===== src/rtl/load_store_unit.sv =====
// Load/store responder for the multicycle RV64 core: lane extraction,
// sign/zero extension, read-modify-write for partial stores.
module load_store_unit #(
  parameter int AW      = 32,
  parameter int MEM_LAT = 1
) (
  input  logic          clk,
  input  logic          reset,
  input  logic          req,
  input  logic          we,
  input  logic [2:0]    funct3,
  input  logic [AW-1:0] addr,
  input  logic [63:0]   wdata,
  output logic          busy,
  output logic          done,
  output logic          err,
  output logic [63:0]   rdata,
  output logic [AW-1:0] mem_addr,
  output logic          mem_we,
  output logic [63:0]   mem_wdata,
  input  logic [63:0]   mem_rdata
);

  localparam logic [1:0] IDLE  = 2'd0;
  localparam logic [1:0] READ  = 2'd1;
  localparam logic [1:0] WRITE = 2'd2;
  localparam logic [1:0] RESP  = 2'd3;

  logic [1:0]    state_q, state_d;
  logic          we_q, we_d;
  logic [2:0]    f3_q, f3_d;
  logic [2:0]    off_q, off_d;
  logic [63:0]   wdata_q, wdata_d;
  logic [3:0]    cnt_q, cnt_d;
  logic          err_q, err_d;
  logic [63:0]   rdata_q, rdata_d;
  logic [AW-1:0] maddr_q, maddr_d;
  logic [63:0]   mwdata_q, mwdata_d;

  logic          legal, aligned, acc_err;
  logic [63:0]   sh, ext, rep, merged;
  logic [7:0]    be;

  always_comb begin
    legal = we ? ~funct3[2] : (funct3 != 3'b111);
    case (funct3[1:0])
      2'b00:   aligned = 1'b1;
      2'b01:   aligned = ~addr[0];
      2'b10:   aligned = (addr[1:0] == 2'b00);
      default: aligned = (addr[2:0] == 3'b000);
    endcase
    acc_err = ~legal | ~aligned;
  end

  // Load path: bring the addressed lane down to bit 0, then extend.
  always_comb begin
    sh = mem_rdata >> {off_q, 3'b000};
    case (f3_q)
      3'b000:  ext = {{56{sh[7]}}, sh[7:0]};
      3'b001:  ext = {{48{sh[15]}}, sh[15:0]};
      3'b010:  ext = {{32{sh[31]}}, sh[31:0]};
      3'b100:  ext = {56'b0, sh[7:0]};
      3'b101:  ext = {48'b0, sh[15:0]};
      3'b110:  ext = {32'b0, sh[31:0]};
      default: ext = sh;
    endcase
  end

  // Store path: replicate data across lanes, byte-enable picks the target.
  always_comb begin
    case (f3_q[1:0])
      2'b00: begin
        be  = 8'h01 << off_q;
        rep = {8{wdata_q[7:0]}};
      end
      2'b01: begin
        be  = 8'h03 << off_q;
        rep = {4{wdata_q[15:0]}};
      end
      2'b10: begin
        be  = 8'h0F << off_q;
        rep = {2{wdata_q[31:0]}};
      end
      default: begin
        be  = 8'hFF;
        rep = wdata_q;
      end
    endcase
    merged = mem_rdata;
    for (int i = 0; i < 8; i++) begin
      if (be[i]) merged[i*8 +: 8] = rep[i*8 +: 8];
    end
  end

  always_comb begin
    state_d  = state_q;
    we_d     = we_q;
    f3_d     = f3_q;
    off_d    = off_q;
    wdata_d  = wdata_q;
    cnt_d    = cnt_q;
    err_d    = err_q;
    rdata_d  = rdata_q;
    maddr_d  = maddr_q;
    mwdata_d = mwdata_q;
    case (state_q)
      IDLE: begin
        if (req) begin
          we_d    = we;
          f3_d    = funct3;
          off_d   = addr[2:0];
          wdata_d = wdata;
          maddr_d = {addr[AW-1:3], 3'b000};
          err_d   = acc_err;
          if (acc_err) begin
            state_d = RESP;
          end else if (we && funct3 == 3'b011) begin
            state_d  = WRITE;
            mwdata_d = wdata;
          end else begin
            state_d = READ;
            cnt_d   = 4'(MEM_LAT);
          end
        end
      end
      READ: begin
        cnt_d = cnt_q - 4'd1;
        if (cnt_q == 4'd1) begin
          if (we_q) begin
            mwdata_d = merged;
            state_d  = WRITE;
          end else begin
            rdata_d = ext;
            state_d = RESP;
          end
        end
      end
      WRITE:   state_d = RESP;
      default: state_d = IDLE;
    endcase
  end

  always_ff @(posedge clk or posedge reset) begin
    if (reset) begin
      state_q  <= IDLE;
      we_q     <= 1'b0;
      f3_q     <= 3'b000;
      off_q    <= 3'b000;
      wdata_q  <= '0;
      cnt_q    <= '0;
      err_q    <= 1'b0;
      rdata_q  <= '0;
      maddr_q  <= '0;
      mwdata_q <= '0;
    end else begin
      state_q  <= state_d;
      we_q     <= we_d;
      f3_q     <= f3_d;
      off_q    <= off_d;
      wdata_q  <= wdata_d;
      cnt_q    <= cnt_d;
      err_q    <= err_d;
      rdata_q  <= rdata_d;
      maddr_q  <= maddr_d;
      mwdata_q <= mwdata_d;
    end
  end

  assign busy      = (state_q != IDLE);
  assign done      = (state_q == RESP);
  assign err       = done & err_q;
  assign rdata     = rdata_q;
  assign mem_addr  = maddr_q;
  assign mem_we    = (state_q == WRITE);
  assign mem_wdata = mwdata_q;

endmodule

===== config.mk =====
export PLATFORM = sky130hd
export DESIGN_NAME = load_store_unit
export DESIGN_NICKNAME = d
export VERILOG_FILES = /design/src/rtl/load_store_unit.sv
export SDC_FILE = /design/constraint.sdc
export NUM_CORES = 1
export LEC_CHECK = 0
export ABC_AREA = 1
export ABC_CLOCK_PERIOD_IN_PS = 9300
export CELL_PAD_IN_SITES_DETAIL_PLACEMENT = 1
export CELL_PAD_IN_SITES_GLOBAL_PLACEMENT = 1
export CORE_UTILIZATION = 35
export CTS_CLUSTER_DIAMETER = 100
export DETAILED_ROUTE_END_ITERATION = 10
export PLACE_DENSITY = 0.88
export SLEW_MARGIN = 20
export SYNTH_ARGS = -nofsm -noshare
export SYNTH_HDL_FRONTEND = slang
export SYNTH_SLANG_ARGS = --single-unit

===== constraint.sdc =====
create_clock -name clk -period 9.3 [get_ports clk]
set_input_delay 0.93 -clock clk [delete_from_list [all_inputs] [get_ports clk]]
set_output_delay 0.93 -clock clk [all_outputs]
set_load 0.01 [all_outputs]

# ---- Yosys cells after proc, flatten, opt, wreduce, memory -nomap -nowiden
# Index checks and enable logic that the tools add are counted.
dict set report classes {
  reduce_logical 14
  add_sub_neg 1
  n_shift 4
  n_eq_ne 21
  bitwise 7
  muxes 29
}
# cell count
set ops {}
lappend ops {{64-bit case mux with 6 select lines} 1}
lappend ops {{64-bit 2-to-1 mux} 5}
lappend ops {{64-bit case mux with 3 select lines} 1}
lappend ops {{64-bit case mux with 2 select lines} 1}
lappend ops {{8-bit 2-to-1 mux} 8}
lappend ops {{64-bit by 6-bit right shift with 64-bit output} 1}
lappend ops {{8-bit case mux with 3 select lines} 1}
lappend ops {{4-bit 2-to-1 mux} 3}
lappend ops {{2-bit != test, second input constant} 6}
lappend ops {{3-bit equality test, second input constant} 3}
lappend ops {{2-bit equality test, second input constant} 4}
lappend ops {{2-bit zero test} 4}
lappend ops {{2-bit 2-to-1 mux} 4}
lappend ops {{4-bit case mux with 2 select lines} 1}
lappend ops {{1-bit by 3-bit left shift with 8-bit output, first input constant} 1}
lappend ops {{2-bit by 3-bit left shift with 8-bit output, first input constant} 1}
lappend ops {{4-bit by 3-bit left shift with 8-bit output, first input constant} 1}
lappend ops {{2-bit by 1-bit equality test with 1-bit output, second input constant} 3}
lappend ops {{3-bit by 2-bit equality test with 1-bit output, second input constant} 2}
lappend ops {{3-bit zero test} 2}
lappend ops {{2-bit case mux with 3 select lines} 1}
lappend ops {{6-bit AND reduction} 1}
lappend ops {{1-bit inverter} 5}
lappend ops {{4-bit by 1-bit equality test with 1-bit output, second input constant} 1}
lappend ops {{12 further kinds} 15}
dict set report totals {
  elab_cells 86
  output_inout_bits 164
  in_bits 167
  reg_bits 235
}

# ---- Logic depth before layout (Yosys ltp)
# Gate-level depths: netlist of the first run.
dict set report logic_depth {
  word_depth 7
  depth_mapped 14
  mapped_depth_nobuf 11
}

# ---- Least setup slack after synthesis of the first run
# OpenSTA, ideal clock, no wires.
dict set report synth_path {
  path_kind {input port to flip-flop}
  start {in funct3[2]}
  end {reg mwdata_q[40], in the netlist mem_wdata[40]}
  path_stages 10
  path_slack_ns 7.306
  setup_ns 0.066
  required_ns 9.234
  path_buffers 1
  arrival_time_ns 1.928
  path_cell_list {inv_1 -> nand4_1 -> nand2_1 -> nand2_1 -> nor2_1 -> nand2_2 -> inv_2 -> clkbuf_1 -> o211ai_1 -> nand2_1}
}
dict set report synth_between {
  elab_chain_len 6
  word_cells_on_any_way 10
  classes_between {eq/ne: 4; mux: 1; bitwise: 3; reduce/logical: 2}
}
# item line_no
set synth_lines {}
lappend synth_lines {{from (decl)} 11} ;# input logic [2:0] funct3,
lappend synth_lines {{3-bit != test or 1-bit inverter (tied branches)} 45} ;# legal = we ? ~funct3[2] : (funct3 != 3'b111);
lappend synth_lines {{1-bit 2-to-1 mux} 45}
lappend synth_lines {{1-bit inverter} 52} ;# acc_err = ~legal | ~aligned;
lappend synth_lines {{1-bit OR} 52}
lappend synth_lines {{2-bit != test (no source line)} n/a}
lappend synth_lines {{6-bit AND reduction (no source line) *} n/a}
lappend synth_lines {{to (signal assigned)} 165} ;# mwdata_q <= mwdata_d;
lappend synth_lines {{to (decl)} 38} ;# logic [63:0] mwdata_q, mwdata_d;
# Every way passes the cells marked *; elsewhere a longest branch is shown, timed or not.
# A chain may end at the register's enable or synchronous reset.

# ---- Final worst setup path of the first run
dict set report layout_path {
  start {reg state_q[1]}
  end {reg mwdata_q[46], in the netlist mem_wdata[46]}
}
dict set report layout_between {
  elab_chain_len 3
  word_cells_on_any_way 10
  classes_between {eq/ne: 6; mux: 1; reduce/logical: 3}
}
# item line_no
set layout_lines {}
lappend layout_lines {{from (decl)} 29} ;# logic [1:0] state_q, state_d;
lappend layout_lines {{from (signal assigned)} 156} ;# state_q <= state_d;
lappend layout_lines {{2-bit by 1-bit equality test with 1-bit output or 2-bit zero test (tied branches)} 106} ;# case (state_q)
lappend layout_lines {{2-bit != test (no source line) or 2-bit nonzero test (tied branches)} n/a}
lappend layout_lines {{6-bit AND reduction (no source line)} n/a}
# Parallel ways exist; a longest one is shown, timed or not.

==> qor.csv, run 1 <==
metric;value;unit
status;finished, final reports clean;
fmax;260;MHz
Comb pwr share;56.0;%
Worst R2R Setup Slack;5460;ps
Leak;8.47;nW
clock latency on the worst-skew pair;570;ps
kind of critical path;reg -> reg;
DRC Markers;0;
via count;14800;
reg2reg end;mem_wdata[46]$_DFFE_PP0P_;
Die ar.;39100;sq um
vias in the first global route;15200;
Flop pwr share;27.4;%
Final Wtd Congestion;0.929;
dpl cells;2704;
crit path launch type;register;
Setup crit start;state_q[1]$_DFFE_PP0P_;
WL per Instance;21.9;um
Reg2Reg Depth;11;
Layout Cells excl Fill;2753;
ratio of final minimum period to clock period;41.3;%
initial antenna violation count;0;
vias per cell;5.37;
pre-CTS setup slack;5350;ps
P&R area growth vs syn;33.7;%
VDD IR max;161;uV
worst rel slew slack;26.8;%
Initial Utilization;35.6;%
Clock Sinks;235;
final setup TNS;0;ps
die width;198;um
Hold Path Class;reg -> reg;
setup bufs post-CTS;0;
hold_ws;481;ps
clk slew on worst S/H paths;60;ps
Initial DRC Count;1039;
max cap viols;0;
Max Slew Vio Count;0;
Final Cell Area;17900;sq um
TritonCTS buffer count;27;
Detailed Route WL;60300;um
post-synthesis sequential area ratio;43.9;%
Die Y;198;um
register bit total from synthesis;235;
CTS Hold Bufs;0;
synth top area cells;dfrtp_1 44%, nand2_1 20%, nor2_1 6.6%;
Net Switching;3.42;mW
fraction of registers with async set/reset;100;%
Setup Skew;30.6;ps
minimum clock period;3840;ps
clock power share;16.6;%
crit path capture;mem_wdata[46]$_DFFE_PP0P_;
Ys Warns;0;
PnR worst setup slack;5460;ps
Reg2Reg Launch Point;state_q[1]$_DFFE_PP0P_;
worst-path fanout max;80;
Hold Violations, Final;0;
Sw Ratio;48.1;%
Post-synth EDFFs;0;
Core ar.;37700;sq um
root buffer cell;clkbuf_16;
P_int;3.68;mW
Pwr Density;396;nW/um^2
ys flop type;dfrtp_1;
setup violators final;0;
hpwl dp;45200;um
arrival time at the worst endpoint;4260;ps
DR pass1 iterations;5;
mapped cell area;13400;sq um
Critical Path RT;9720;ps
Core Rows;71;
nets;2400;
RSZ-0062 raised after global routing;false;
clock buffer depth;3;
Resize count post-CTS;0;
Worst-Margin Slew;1100;ps
Yosys top cell by area;dfrtp_1;
largest net degree at the start of global routing;120;
top cell type's share of synthesized area;43.9;%
crit end category;register;
layout cell share with drive strength beyond 1;4.59;%
post-route ant nets;0;
Distinct cells, synth;34;
Syn Inst Count;1967;
Avg Synthesized Cell Area;6.81;sq um
IO Pins;331;
CTS tree;built;
PortBufs;327;
Post-DP Area;16900;sq um
first-pass GRT wire length;92200;um
GRT Total Usage;30.9;%
ANT cells;0;
htree depth;1;
GRT Residual Overflow;0;
[critical path: stages (launching register included)]
cell and delay [ps]:
dfrtp_1 400, inv_1 100, ha_2 370, inv_2 400
or2_1 400, nand2_1 130, nor2_1 60, nand2_2 60
buf_4 660, inv_2 650, o211ai_1 270, nand2_1 80
[cells in the mapped netlist, drive strengths merged (2+ instances only)]
| cell type | count |
|---|---|
| o211ai | 23 |
| ha | 11 |
| nand2 | 728 |
| clkbuf | 58 |
| nand4 | 8 |
| xor2 | 2 |
| o31ai | 8 |
| or2 | 7 |
| o21ai | 188 |
| inv | 133 |
| buf | 59 |
| dfrtp | 235 |
| nand3 | 158 |
| nor2 | 238 |
| a21oi | 99 |
| a31oi | 8 |
[registers in the layout, summed over array words and instances (netlist names)]
name	cells
cnt_q	4
mem_wdata	64
mem_addr	29
off_q	3
rdata	64
we_q	1
f3_q	3
wdata_q	64
err_q	1
state_q	2
[area by class of cell]
| class | instances | area (sq um) |
|---|---|---|
| repair buffers | 341 | 3390 |
| fillers | 4801 | 19800 |
| clock inverters | 8 | 148 |
| well taps | 511 | 639 |
| flip-flops and latches | 235 | 5880 |
| inverters | 133 | 507 |
| clock buffers | 41 | 838 |
| multi-input cells | 1484 | 6520 |
[cell usage in the layout (no fill, tap or decap), drive strengths merged, types with 11 or more instances in the layout]
cell type,count
a21oi,99
buf,14
clkbuf,41
clkdlybuf4s50,327
dfrtp,235
ha,11
inv,132
nand2,728
nand3,158
nor2,238
o211ai,23
o21ai,188
[metal layers]
layer / up-vias / wire length [um] / GRT usage, % / share of wire (%)
li1: 6763 / - / - / -
met1: 7292 / 25200 / 40.5 / 42
met2: 616 / 28300 / 51.1 / 47
met3: 115 / 4420 / 5.14 / 7.3
met4: 0 / 2380 / 11.5 / 3.9
met5: - / 0 / 0 / 0
[power groups by stage]
stage                     sequential, mW  combinational [mW]  clock (mW)
after floorplan                     1.95                2.18           0
after global placement              1.93                3.76           0
after detailed placement            1.94                3.92           0
after CTS                           1.94                3.95        1.20
after global routing                2.00                4.34        1.24
final                               1.95                3.97        1.18
[cell families (layout without fill, tap and decap cells)]
logic type	after synthesis	count (layout)	share of synthesized area (%)
AND/OR/NAND/NOR	1140	1140	34.1
AO/OA/AOI/OAI	328	328	13.1
buffers and inverters	250	523	7.74
flip-flops	235	235	43.9
adder cells (fa/ha/maj)	11	11	1.03
XOR/XNOR	2	2	0.131
other	1	3	0.0280
[through the flow]
stage	power [mW]	utilization (%)
after floorplan	4.13	-
after global placement	5.69	44.9
after detailed placement	5.86	44.9
after CTS	7.09	47.5
after global routing	7.58	47.6
final	7.10	47.6
[worst min-delay path by stage]
| stage | cells after the start | to | slack [ps] | startpoint |
|---|---|---|---|---|
| global placement | 2 | we_q$_DFFE_PP0P_ | 460 | we_q$_DFFE_PP0P_ |
| global route | 2 | mem_addr[3]$_DFFE_PP0P_ | 500 | mem_addr[3]$_DFFE_PP0P_ |
| finish | 2 | wdata_q[42]$_DFFE_PP0P_ | 480 | wdata_q[42]$_DFFE_PP0P_ |
| CTS | 2 | mem_addr[3]$_DFFE_PP0P_ | 490 | mem_addr[3]$_DFFE_PP0P_ |
| floorplan | 2 | we_q$_DFFE_PP0P_ | 440 | we_q$_DFFE_PP0P_ |
| detailed placement | 2 | we_q$_DFFE_PP0P_ | 460 | we_q$_DFFE_PP0P_ |
No activity file was read; power rests on OpenSTA's default activity.
==> run 2: changes to the inputs <==
ABC_CLOCK_PERIOD_IN_PS = 3750   (was 9300)
clock period = 3.75 ns   (was 9.3 ns; I/O delays follow)
==> qor.csv, run 2 (same netlist as run 1, synthesis figures left out) <==
metric;value;unit
Setup Skew;13.5;ps
fillers;4750;
Initial Utilization;35.6;%
first-pass GRT wire length;90300;um
hold_ws;307;ps
worst-path fanout max;95;
Pwr Density;964;nW/um^2
arrival time at the worst endpoint;3500;ps
Slowest-stage cell, CP;buf_4;
IO Pins;331;
kind of critical path;reg -> reg;
worst rel slew slack;30.0;%
RSZ-0062 raised after global routing;false;
Clock Sinks;235;
TritonCTS buffer count;27;
VDD IR max;598;uV
via count;14700;
CTS Hold Bufs;0;
clk slew on worst S/H paths;60;ps
Die ar.;39100;sq um
largest net degree at the start of global routing;151;
Die Y;198;um
crit end category;register;
final setup TNS;0;ps
GRT Total Usage;30.1;%
most frequent cells in the layout;723 x nand2_1, 327 x clkdlybuf4s50_1, 234 x nor2_1, 234 x dfrtp_1, 167 x o21ai_0;
Buf/Inv on CP;3;
ratio of final minimum period to clock period;81.3;%
root buffer cell;clkbuf_16;
Worst-Margin Slew;1050;ps
Core ar.;37700;sq um
DR pass1 iterations;6;
CP delay by family, top;buffers and inverters;
Detailed Route WL;58600;um
CTS tree;built;
Initial DRC Count;1179;
WL per Instance;21.2;um
htree depth;1;
Critical Path RT;4200;ps
PortBufs;327;
Hold Path Class;in -> async;
critical-path cell list;inv_1 -> ha_2 -> buf_4 -> nand2_1 -> nand2_1 -> nor2_1 -> nand2_2 -> buf_4 -> a21oi_1 -> nand2_1 -> nand2_1;
Most common cell on crit path;nand2_1;
Hold Violations, Final;0;
Final Wtd Congestion;0.950;
vias in the first global route;15100;
Max Slew Vio Count;0;
status;finished, final reports clean;
vias per cell;5.31;
DRC Markers;0;
layout cell share with drive strength beyond 1;4.58;%
nets;2407;
die width;198;um
fmax;328;MHz
clock latency on the worst-skew pair;560;ps
hpwl dp;44500;um
Worst R2R Setup Slack;700;ps
most common cell after layout, fill and taps aside;nand2_1;
Resize count post-CTS;0;
setup bufs post-CTS;0;
Worst path max stage delay;770;ps
crit path launch type;register;
setup violators final;0;
GRT Residual Overflow;0;
max cap viols;0;
clock buffer depth;3;
post-route ant nets;0;
Leak;8.43;nW
Core Rows;71;
P&R area growth vs syn;33.0;%
initial antenna violation count;0;
ANT cells;0;
minimum clock period;3050;ps
[run 2: changes by cell type in the layout (fill, tap and decap cells not counted), sizes merged]
cell      delta
bufinv       -3
buf          +7
clkbuf       -3
clkinvlp     +2
clkinv       +3
[run 2: area by class of cell]
| type | count | area, sq um | area share, % |
|---|---|---|---|
| repair buffers | 348 | 3460 | 19.4 |
| clock inverters | 10 | 92.6 | 0.519 |
| clock buffers | 38 | 737 | 4.13 |
| well taps | 511 | 639 | 3.59 |
| inverters | 133 | 503 | 2.82 |
| multi-input cells | 1484 | 6510 | 36.5 |
| flip-flops and latches | 235 | 5880 | 33.0 |
[run 2: report_power, final]
part,internal [mW],switching (mW)
clock,1.44,1.12
combinational,3.58,6.25
sequential,3.80,0.998
total,8.82,8.37
[run 2: path summary, 6_finish.rpt]
check                                         startpoint                         to  depth (start not counted)
worst min register to register  mem_addr[22]$_DFFE_PP0P_   mem_addr[22]$_DFFE_PP0P_                          2
min in group clk                                addr[10]   mem_addr[10]$_DFFE_PP0P_                          3
worst max register to register    state_q[1]$_DFFE_PP0P_  mem_wdata[36]$_DFFE_PP0P_                         11
worst max-delay path              state_q[1]$_DFFE_PP0P_  mem_wdata[36]$_DFFE_PP0P_                         11
max in group asynchronous                          reset       off_q[0]$_DFFE_PP0P_                          3
worst min-delay path                               reset   mem_addr[23]$_DFFE_PP0P_                          3
[run 2: per-layer routing]
metal	vias up	global-route usage (%)	part of all wire, %
met1	7168	39.8	42
li1	6782	-	-
met4	0	10.6	3.8
met3	111	4.05	6.4
met2	598	50.3	47
met5	-	0	0
[run 2: tightest hold or removal path: cells and delay by family]
kind                   cells  cell delay, ps
buffers and inverters      3             930
[run 2: through the flow]
| stage | cells | utilization, % | setup slack, ps | power (mW) | instance area [sq um] |
|---|---|---|---|---|---|
| finish | 2759 | 47.3 | 701 | 17.2 | 17800 |
| global route | 2759 | 47.3 | 470 | 18.4 | 17800 |
| CTS | 2759 | 47.3 | 720 | 17.2 | 17800 |
| detailed placement | 2711 | 45.1 | 758 | 14.5 | 17000 |
| global placement | 2711 | 45.1 | 920 | 14.2 | 17000 |
| floorplan | 1969 | - | 297 | 10.2 | 13400 |
